<file path="src/rtl/unidad_riesgos_pipeline_pkg.sv">
// Shared definitions for the pipeline hazard unit.
//   - Forwarding-select codes driven onto the E-stage operand muxes.
//   - Two-state controller encoding (normal flow / waiting on multi-cycle unit).
package unidad_riesgos_pipeline_pkg;

  typedef logic [1:0] fwd_sel_t;

  localparam fwd_sel_t FWD_RF = 2'b00;  // operand from register file
  localparam fwd_sel_t FWD_W  = 2'b01;  // operand bypassed from W
  localparam fwd_sel_t FWD_M  = 2'b10;  // operand bypassed from M

  typedef logic [0:0] state_t;

  localparam state_t RUN     = 1'b0;
  localparam state_t MC_WAIT = 1'b1;

endpackage

</file>
<file path="src/rtl/unidad_riesgos_pipeline_if.sv">
// Signal bundle between the pipeline datapath and the hazard unit.
//   master : datapath side, drives register addresses and stage status,
//            receives enables, clears, forwarding selects and mc_start.
//   slave  : hazard unit side.
interface unidad_riesgos_pipeline_if #(
  parameter int REG_ADDR_W = 4,
  parameter int CNT_W      = 16
);
  logic [REG_ADDR_W-1:0] rs1_d, rs2_d;
  logic [REG_ADDR_W-1:0] rs1_e, rs2_e;
  logic [REG_ADDR_W-1:0] rd_e, rd_m, rd_w;
  logic                  reg_write_m, reg_write_w;
  logic                  mem_to_reg_e;
  logic                  branch_taken_e;
  logic                  mc_op_e;
  logic                  mc_done;
  logic                  mc_start;
  logic                  en_f, en_d, en_e, en_m;
  logic                  clear_d, clear_e, clear_m;
  logic [1:0]            fwd_a_e, fwd_b_e;
  logic [CNT_W-1:0]      stall_count;

  modport master (
    output rs1_d, rs2_d, rs1_e, rs2_e, rd_e, rd_m, rd_w,
    output reg_write_m, reg_write_w, mem_to_reg_e, branch_taken_e, mc_op_e, mc_done,
    input  mc_start, en_f, en_d, en_e, en_m, clear_d, clear_e, clear_m,
    input  fwd_a_e, fwd_b_e, stall_count
  );

  modport slave (
    input  rs1_d, rs2_d, rs1_e, rs2_e, rd_e, rd_m, rd_w,
    input  reg_write_m, reg_write_w, mem_to_reg_e, branch_taken_e, mc_op_e, mc_done,
    output mc_start, en_f, en_d, en_e, en_m, clear_d, clear_e, clear_m,
    output fwd_a_e, fwd_b_e, stall_count
  );

endinterface

</file>
<file path="src/rtl/unidad_riesgos_pipeline_selector_adelanto.sv">
// Per-operand forwarding select for the E stage (purely combinational).
//   rs_e                     : source register of the operand in E
//   rd_m, reg_write_m        : producer in M (highest priority, youngest value)
//   rd_w, reg_write_w        : producer in W
//   sel                      : FWD_M / FWD_W / FWD_RF
module selector_adelanto
  import unidad_riesgos_pipeline_pkg::*;
#(
  parameter int REG_ADDR_W  = 4,
  parameter bit ZERO_REG_EN = 1'b0
) (
  input  logic [REG_ADDR_W-1:0] rs_e,
  input  logic [REG_ADDR_W-1:0] rd_m,
  input  logic [REG_ADDR_W-1:0] rd_w,
  input  logic                  reg_write_m,
  input  logic                  reg_write_w,
  output fwd_sel_t              sel
);

  always_comb begin
    sel = FWD_RF;
    if (ZERO_REG_EN && (rs_e == '0)) begin
      // Hard-wired zero register: never bypass a stale write to it.
      sel = FWD_RF;
    end else if (reg_write_m && (rd_m == rs_e)) begin
      sel = FWD_M;
    end else if (reg_write_w && (rd_w == rs_e)) begin
      sel = FWD_W;
    end
  end

endmodule

</file>
<file path="src/rtl/unidad_riesgos_pipeline.sv">
// Hazard and stall controller for the 5-stage pipeline (F, D, E, M, W).
//   clk, reset : clock, asynchronous active-high reset
//   bus        : slave side of unidad_riesgos_pipeline_if
//     in  : rs1/rs2 of D and E, rd of E/M/W, reg_write_m/w, mem_to_reg_e,
//           branch_taken_e, mc_op_e, mc_done
//     out : en_f/d/e/m, clear_d/e/m, fwd_a_e/fwd_b_e, mc_start, stall_count
// Priority in RUN: multi-cycle op > taken branch flush > load-use stall.
// Every clear is issued together with the matching enable, since the stage
// registers only honour clear while enabled.
module unidad_riesgos_pipeline
  import unidad_riesgos_pipeline_pkg::*;
#(
  parameter int REG_ADDR_W  = 4,
  parameter int CNT_W       = 16,
  parameter bit ZERO_REG_EN = 1'b0
) (
  input logic                      clk,
  input logic                      reset,
  unidad_riesgos_pipeline_if.slave bus
);

  state_t           state_q, state_d;
  logic [CNT_W-1:0] stall_count_q;
  fwd_sel_t         fwd_a, fwd_b;
  logic             load_use;
  logic             mc_start, en_f, en_d, en_e, en_m, clear_d, clear_e, clear_m;

  selector_adelanto #(
    .REG_ADDR_W  (REG_ADDR_W),
    .ZERO_REG_EN (ZERO_REG_EN)
  ) u_sel_a (
    .rs_e        (bus.rs1_e),
    .rd_m        (bus.rd_m),
    .rd_w        (bus.rd_w),
    .reg_write_m (bus.reg_write_m),
    .reg_write_w (bus.reg_write_w),
    .sel         (fwd_a)
  );

  selector_adelanto #(
    .REG_ADDR_W  (REG_ADDR_W),
    .ZERO_REG_EN (ZERO_REG_EN)
  ) u_sel_b (
    .rs_e        (bus.rs2_e),
    .rd_m        (bus.rd_m),
    .rd_w        (bus.rd_w),
    .reg_write_m (bus.reg_write_m),
    .reg_write_w (bus.reg_write_w),
    .sel         (fwd_b)
  );

  // Load in E feeding the instruction in D: its value is not ready in time
  // for forwarding, so D must wait one cycle.
  assign load_use = bus.mem_to_reg_e &&
                    ((bus.rd_e == bus.rs1_d) || (bus.rd_e == bus.rs2_d)) &&
                    !(ZERO_REG_EN && (bus.rd_e == '0));

  always_comb begin
    state_d  = state_q;
    mc_start = 1'b0;
    en_f     = 1'b1;
    en_d     = 1'b1;
    en_e     = 1'b1;
    en_m     = 1'b1;
    clear_d  = 1'b0;
    clear_e  = 1'b0;
    clear_m  = 1'b0;
    if (!reset) begin
      case (state_q)
        RUN: begin
          if (bus.mc_op_e) begin
            // Freeze F..E around the op and feed bubbles into M.
            mc_start = 1'b1;
            en_f     = 1'b0;
            en_d     = 1'b0;
            en_e     = 1'b0;
            clear_m  = 1'b1;
            state_d  = MC_WAIT;
          end else if (bus.branch_taken_e) begin
            // Flush wins over load-use: the stalled instruction is discarded.
            clear_d = 1'b1;
            clear_e = 1'b1;
          end else if (load_use) begin
            en_f    = 1'b0;
            en_d    = 1'b0;
            clear_e = 1'b1;
          end
        end
        MC_WAIT: begin
          if (bus.mc_done) begin
            state_d = RUN;
          end else begin
            en_f    = 1'b0;
            en_d    = 1'b0;
            en_e    = 1'b0;
            clear_m = 1'b1;
          end
        end
        default: state_d = RUN;
      endcase
    end
  end

  always_ff @(posedge clk or posedge reset) begin
    if (reset) begin
      state_q       <= RUN;
      stall_count_q <= '0;
    end else begin
      state_q <= state_d;
      if (!en_f && (stall_count_q != {CNT_W{1'b1}})) begin
        stall_count_q <= stall_count_q + CNT_W'(1);
      end
    end
  end

  assign bus.mc_start    = mc_start;
  assign bus.en_f        = en_f;
  assign bus.en_d        = en_d;
  assign bus.en_e        = en_e;
  assign bus.en_m        = en_m;
  assign bus.clear_d     = clear_d;
  assign bus.clear_e     = clear_e;
  assign bus.clear_m     = clear_m;
  assign bus.fwd_a_e     = reset ? FWD_RF : fwd_a;
  assign bus.fwd_b_e     = reset ? FWD_RF : fwd_b;
  assign bus.stall_count = stall_count_q;

endmodule

</file>
<file path="src/flat_wrapper.sv">
// flat-port wrapper written by rule: the top's interface ports become plain ports
module unidad_riesgos_pipeline_flat import unidad_riesgos_pipeline_pkg::*;
#(
  parameter int REG_ADDR_W  = 4,
  parameter int CNT_W       = 16,
  parameter bit ZERO_REG_EN = 1'b0
)
  (clk, reset, bus_rs1_d, bus_rs2_d, bus_rs1_e, bus_rs2_e, bus_rd_e, bus_rd_m, bus_rd_w, bus_reg_write_m, bus_reg_write_w, bus_mem_to_reg_e, bus_branch_taken_e, bus_mc_op_e, bus_mc_done, bus_mc_start, bus_en_f, bus_en_d, bus_en_e, bus_en_m, bus_clear_d, bus_clear_e, bus_clear_m, bus_fwd_a_e, bus_fwd_b_e, bus_stall_count);
  unidad_riesgos_pipeline_if #(.REG_ADDR_W(REG_ADDR_W), .CNT_W(CNT_W)) bus_i ();
  input logic clk;
  input logic reset;
  input wire logic [$bits(bus_i.rs1_d)-1:0] bus_rs1_d;
  input wire logic [$bits(bus_i.rs2_d)-1:0] bus_rs2_d;
  input wire logic [$bits(bus_i.rs1_e)-1:0] bus_rs1_e;
  input wire logic [$bits(bus_i.rs2_e)-1:0] bus_rs2_e;
  input wire logic [$bits(bus_i.rd_e)-1:0] bus_rd_e;
  input wire logic [$bits(bus_i.rd_m)-1:0] bus_rd_m;
  input wire logic [$bits(bus_i.rd_w)-1:0] bus_rd_w;
  input wire logic [$bits(bus_i.reg_write_m)-1:0] bus_reg_write_m;
  input wire logic [$bits(bus_i.reg_write_w)-1:0] bus_reg_write_w;
  input wire logic [$bits(bus_i.mem_to_reg_e)-1:0] bus_mem_to_reg_e;
  input wire logic [$bits(bus_i.branch_taken_e)-1:0] bus_branch_taken_e;
  input wire logic [$bits(bus_i.mc_op_e)-1:0] bus_mc_op_e;
  input wire logic [$bits(bus_i.mc_done)-1:0] bus_mc_done;
  output wire logic [$bits(bus_i.mc_start)-1:0] bus_mc_start;
  output wire logic [$bits(bus_i.en_f)-1:0] bus_en_f;
  output wire logic [$bits(bus_i.en_d)-1:0] bus_en_d;
  output wire logic [$bits(bus_i.en_e)-1:0] bus_en_e;
  output wire logic [$bits(bus_i.en_m)-1:0] bus_en_m;
  output wire logic [$bits(bus_i.clear_d)-1:0] bus_clear_d;
  output wire logic [$bits(bus_i.clear_e)-1:0] bus_clear_e;
  output wire logic [$bits(bus_i.clear_m)-1:0] bus_clear_m;
  output wire logic [$bits(bus_i.fwd_a_e)-1:0] bus_fwd_a_e;
  output wire logic [$bits(bus_i.fwd_b_e)-1:0] bus_fwd_b_e;
  output wire logic [$bits(bus_i.stall_count)-1:0] bus_stall_count;
  assign bus_i.rs1_d = bus_rs1_d;
  assign bus_i.rs2_d = bus_rs2_d;
  assign bus_i.rs1_e = bus_rs1_e;
  assign bus_i.rs2_e = bus_rs2_e;
  assign bus_i.rd_e = bus_rd_e;
  assign bus_i.rd_m = bus_rd_m;
  assign bus_i.rd_w = bus_rd_w;
  assign bus_i.reg_write_m = bus_reg_write_m;
  assign bus_i.reg_write_w = bus_reg_write_w;
  assign bus_i.mem_to_reg_e = bus_mem_to_reg_e;
  assign bus_i.branch_taken_e = bus_branch_taken_e;
  assign bus_i.mc_op_e = bus_mc_op_e;
  assign bus_i.mc_done = bus_mc_done;
  assign bus_mc_start = bus_i.mc_start;
  assign bus_en_f = bus_i.en_f;
  assign bus_en_d = bus_i.en_d;
  assign bus_en_e = bus_i.en_e;
  assign bus_en_m = bus_i.en_m;
  assign bus_clear_d = bus_i.clear_d;
  assign bus_clear_e = bus_i.clear_e;
  assign bus_clear_m = bus_i.clear_m;
  assign bus_fwd_a_e = bus_i.fwd_a_e;
  assign bus_fwd_b_e = bus_i.fwd_b_e;
  assign bus_stall_count = bus_i.stall_count;
  unidad_riesgos_pipeline #(.REG_ADDR_W(REG_ADDR_W), .CNT_W(CNT_W), .ZERO_REG_EN(ZERO_REG_EN)) u_core (.clk(clk), .reset(reset), .bus(bus_i));
endmodule
</file>
<file path="config.mk">
export PLATFORM = sky130hd
export DESIGN_NAME = unidad_riesgos_pipeline_flat
export DESIGN_NICKNAME = d
export VERILOG_FILES = /design/src/rtl/unidad_riesgos_pipeline_pkg.sv /design/src/rtl/unidad_riesgos_pipeline_if.sv /design/src/rtl/unidad_riesgos_pipeline_selector_adelanto.sv /design/src/rtl/unidad_riesgos_pipeline.sv /design/src/flat_wrapper.sv
export SDC_FILE = /design/constraint.sdc
export NUM_CORES = 1
export LEC_CHECK = 0
export ABC_AREA = 1
export CAP_MARGIN = 20
export CORE_UTILIZATION = 43
export CTS_BUF_LIST = sky130_fd_sc_hd__clkbuf_8 sky130_fd_sc_hd__clkbuf_16
export DETAILED_ROUTE_END_ITERATION = 10
export HOLD_SLACK_MARGIN = 0.02
export PLACE_DENSITY = 0.89
export SYNTH_ARGS = -nofsm -noshare
export SYNTH_HDL_FRONTEND = slang
export SYNTH_SLANG_ARGS = --single-unit
</file>
<file path="constraint.sdc">
create_clock -name clk -period 3.2 [get_ports clk]
set_clock_uncertainty 0.2 [all_clocks]
set_input_delay 0.64 -clock clk [delete_from_list [all_inputs] [get_ports clk]]
set_output_delay 0.64 -clock clk [all_outputs]
set_load 0.02 [all_outputs]
</file>
==> impl_summary.txt <==
----------------------------------------------------
[Detailed routing]
  DRT iter0 DRCs ... 67
  Vias per inst ... 4.94
  Wire per inst ... 11.8 um
  Overall via count from detail_route ... 1744
  DRT antenna net count ... 0
  DR pass1 iterations ... 5
  # DRC ... 0
  Drt total wl ... 4170 um

[Finish]
  Antenna Cells ... 0
  Post-route insts no fill ... 353
  Sequential cell area in the final layout ... 425 um^2
  Share of post-route cells with drive strength above 1 ... 4.56%
  Area of the multi-input gates ... 923 um^2
  Filler cells ... 296
  Post-synthesis to final-layout area growth ... 47.4%
  Net total in the final layout ... 345

[Power]
  Total power density per cell area ... 344 nW/um^2
  Switching portion of total power ... 38.0%
  Static leakage ... 1.17 nW
  Design internal power ... 479 uW
  Power share of the sequential group ... 37.6%
  Net load switching power ... 294 uW
  Max IR drop VDD ... 0.399 mV
  Combinational Power Share ... 41.7%
  Total power ... 773 uW
  Share of total power in the clock network ... 20.7%

[Yosys]
  Yosys synthesis warning count ... 0
  Area share of the largest cell type after synthesis ... 27.9%
  Synth Cell Area ... 1520 um^2
  Number of register bits inferred by synthesis ... 17
  Number of cells produced by synthesis ... 243
  Prevailing post-synth register cell ... dfrtp_1
  Avg Cell Area, Syn ... 6.27 um^2
  Number of flops mapped to enable cells by yosys ... 0
  Syn nets ... 280
  Most frequently used cell type in the post-synthesis netlist ... nand2_1
  Leading area contributor after synthesis ... dfrtp_1
  Synth top area cells ... dfrtp_1 (28%), nand2_1 (21%), inv_1 (9.1%)
  Post-synth cell types ... 28
  Fraction of registers with async set or reset after synthesis ... 100%
  Synth top cells by count ... nand2_1 (84), inv_1 (37), nand3_1 (25)
  Fraction of the yosys area taken by sequential cells ... 27.9%

[Die]
  Core box area ... 3360 um^2
  Vertical die dimension ... 61.5 um
  Die Wd ... 61.5 um
  Number of primary I/O pins ... 64
  Starting Density ... 45.3%
  Die outline area ... 3790 um^2
  Std cell rows ... 21

[Clock tree]
  Post-CTS clock slew at the launch and capture registers of the worst setup and hold paths ... 0.07 ns
  # clock sinks ... 17
  Level count of the clock H-tree ... 1
  CTS tree ... yes
  Largest buffer count on any clock path ... 2
  Root Buffer Master ... clkbuf_8
  Setup repair bufs after CTS ... 0
  CTS buffer count ... 3
  Clock latency on the worst-skew pair ... 0.25 ns
  Hold-fix buffers, CTS ... 0

[Placed design]
  HPWL after detailed placement ... 3280 um
  Post-placement cell count ... 349
  Minimum setup slack after placement ... -0.146 ns
  Total of buffers placed on input and output ports ... 62
  GP Congestion ... 0.819

[Global route]
  Initial antenna violation count ... 0
  Via count of the first global-routing pass ... 1559
  First-pass GRT wire length ... 6530 um
  Overflow left after global routing ... 0
  Overall routing resource usage ... 23.2%
  Maximum number of pins on one net before global-route repair ... 19

[Timing]
  Max-slew violation total from the final report ... 0
  Ratio of final minimum period to clock period ... 95.8%
  Minimum hold slack ... 0.327 ns
  Number of setup violations in the final report ... 0
  Final critical-path setup slack ... 0.135 ns
  Unrepaired setup endpoints after global routing ... no
  Endpoints failing hold ... 0
  Maximum achievable frequency ... 326 MHz
  Final critical-path required period ... 3.06 ns

[Critical path]
  Crit path required time ... 2.36 ns
  Crit Path Max Fanout ... 4
  Data arrival time of the critical path ... 2.22 ns
  Startpoint class of the critical path ... primary input
  Worst setup EP type ... primary output
  Type of the worst setup path ... in2out

[Job]
  Total of max-cap violations ... 0

[Min path]
  Type of the most critical hold path ... reg2reg

[Run status]
  Result of the run ... completed

----------------------------------------------------
[path summary, 6_finish.rpt]
check,slack [ns],startpoint,cells past startpoint,end
setup / recovery,0.14,reset,6,bus_en_e
hold / removal,0.33,u_core.bus.stall_count[13]$_DFFE_PP0P_,2,u_core.bus.stall_count[13]$_DFFE_PP0P_
setup reg to reg,0.98,u_core.bus.stall_count[0]$_DFFE_PP0P_,7,u_core.bus.stall_count[2]$_DFFE_PP0P_
hold reg to reg,0.33,u_core.bus.stall_count[13]$_DFFE_PP0P_,2,u_core.bus.stall_count[13]$_DFFE_PP0P_
max in group asynchronous,1.93,reset,3,u_core.bus.stall_count[0]$_DFFE_PP0P_
min in group asynchronous,0.67,reset,3,u_core.bus.stall_count[9]$_DFFE_PP0P_
[metal layers]
metal  up-vias  wire length (um)  global-route usage, %
li1        887                 -                      -
met1       785              1740                   26.6
met2        65              2010                   42.5
met3         7               353                   3.99
met4         0                65                   8.89
met5         -                 0                      0
[critical path, stage by stage]
cell             delay [ns]
clkdlybuf4s50_1        0.56
clkinvlp_4             0.13
nand2_1                0.10
nor2_1                 0.06
inv_1                  0.10
clkdlybuf4s50_1        0.62
[repair_timing]
action	CTS	global route
cloned	0	0
gates resized for setup	3	5
endpoints found under the setup margin	3	5
pin swaps	0	0
[kinds of logic (layout without fill, tap and decap cells)]
logic type | Yosys count | in the layout | share of synthesized area (%)
other cells | 1 | 1 | 0.246
compound gates | 16 | 16 | 6.07
buf+inv | 42 | 106 | 11.5
xor+xnor | 15 | 15 | 8.62
fa+ha+maj | 1 | 1 | 0.821
flops | 17 | 17 | 27.9
simple gates | 151 | 151 | 44.8
[metrics by stage]
step	utilization, %	TNS, ns	cell area (um^2)
2_1_floorplan	-	0	1530
3_3_place_gp	65.2	-0.0802	2190
3_5_place_dp	65.2	-0.218	2190
4_1_cts	66.4	0	2230
5_1_grt	66.8	0	2250
6_report	66.8	0	2250
[layout by cell type, fill, tap and decap left out]
master / count
or2_2: 1
nand4_4: 1
clkdlybuf4s50_1: 55
buf_4: 3
clkdlybuf4s15_1: 1
nor2b_1: 1
dlygate4sd2_1: 2
nor4_1: 1
nand2_4: 1
inv_1: 36
o22ai_1: 4
ha_1: 1
nor3b_4: 1
nor3_1: 6
a211oi_1: 2
conb_1: 1
dfrtp_1: 17
nand4_1: 4
o21ai_0: 4
nor2_1: 23
nand2_1: 84
nand3_4: 1
nand3_1: 25
dlymetal6s2s_1: 4
o211ai_1: 1
clkinv_2: 1
nor3b_1: 1
a21oi_1: 5
nand2_2: 1
clkbuf_8: 3
clkinvlp_4: 1
xnor2_1: 5
xor2_1: 10
[power groups by stage]
stage          clock [mW]  combinational (mW)  sequential (mW)
2_1_floorplan           0               0.147            0.316
3_3_place_gp            0               0.314            0.293
3_5_place_dp            0               0.323            0.293
4_1_cts             0.164               0.324            0.290
5_1_grt             0.176               0.352            0.297
6_report            0.160               0.323            0.291
[cell type report]
class / count / share of cell area (%)
multi-input combinational: 184 / 41.1
tap: 46 / 2.56
sequential: 17 / 18.9
clock buffer: 3 / 1.84
inverter: 37 / 6.35
timing repair buffer: 65 / 29.0
clock inverter: 1 / 0.223
[registers in the layout (all words and copies together), names as in the netlist]
signal,flops
u_core.bus.stall_count,16
u_core.state_q,1
No activity file was read; power rests on OpenSTA's default activity.
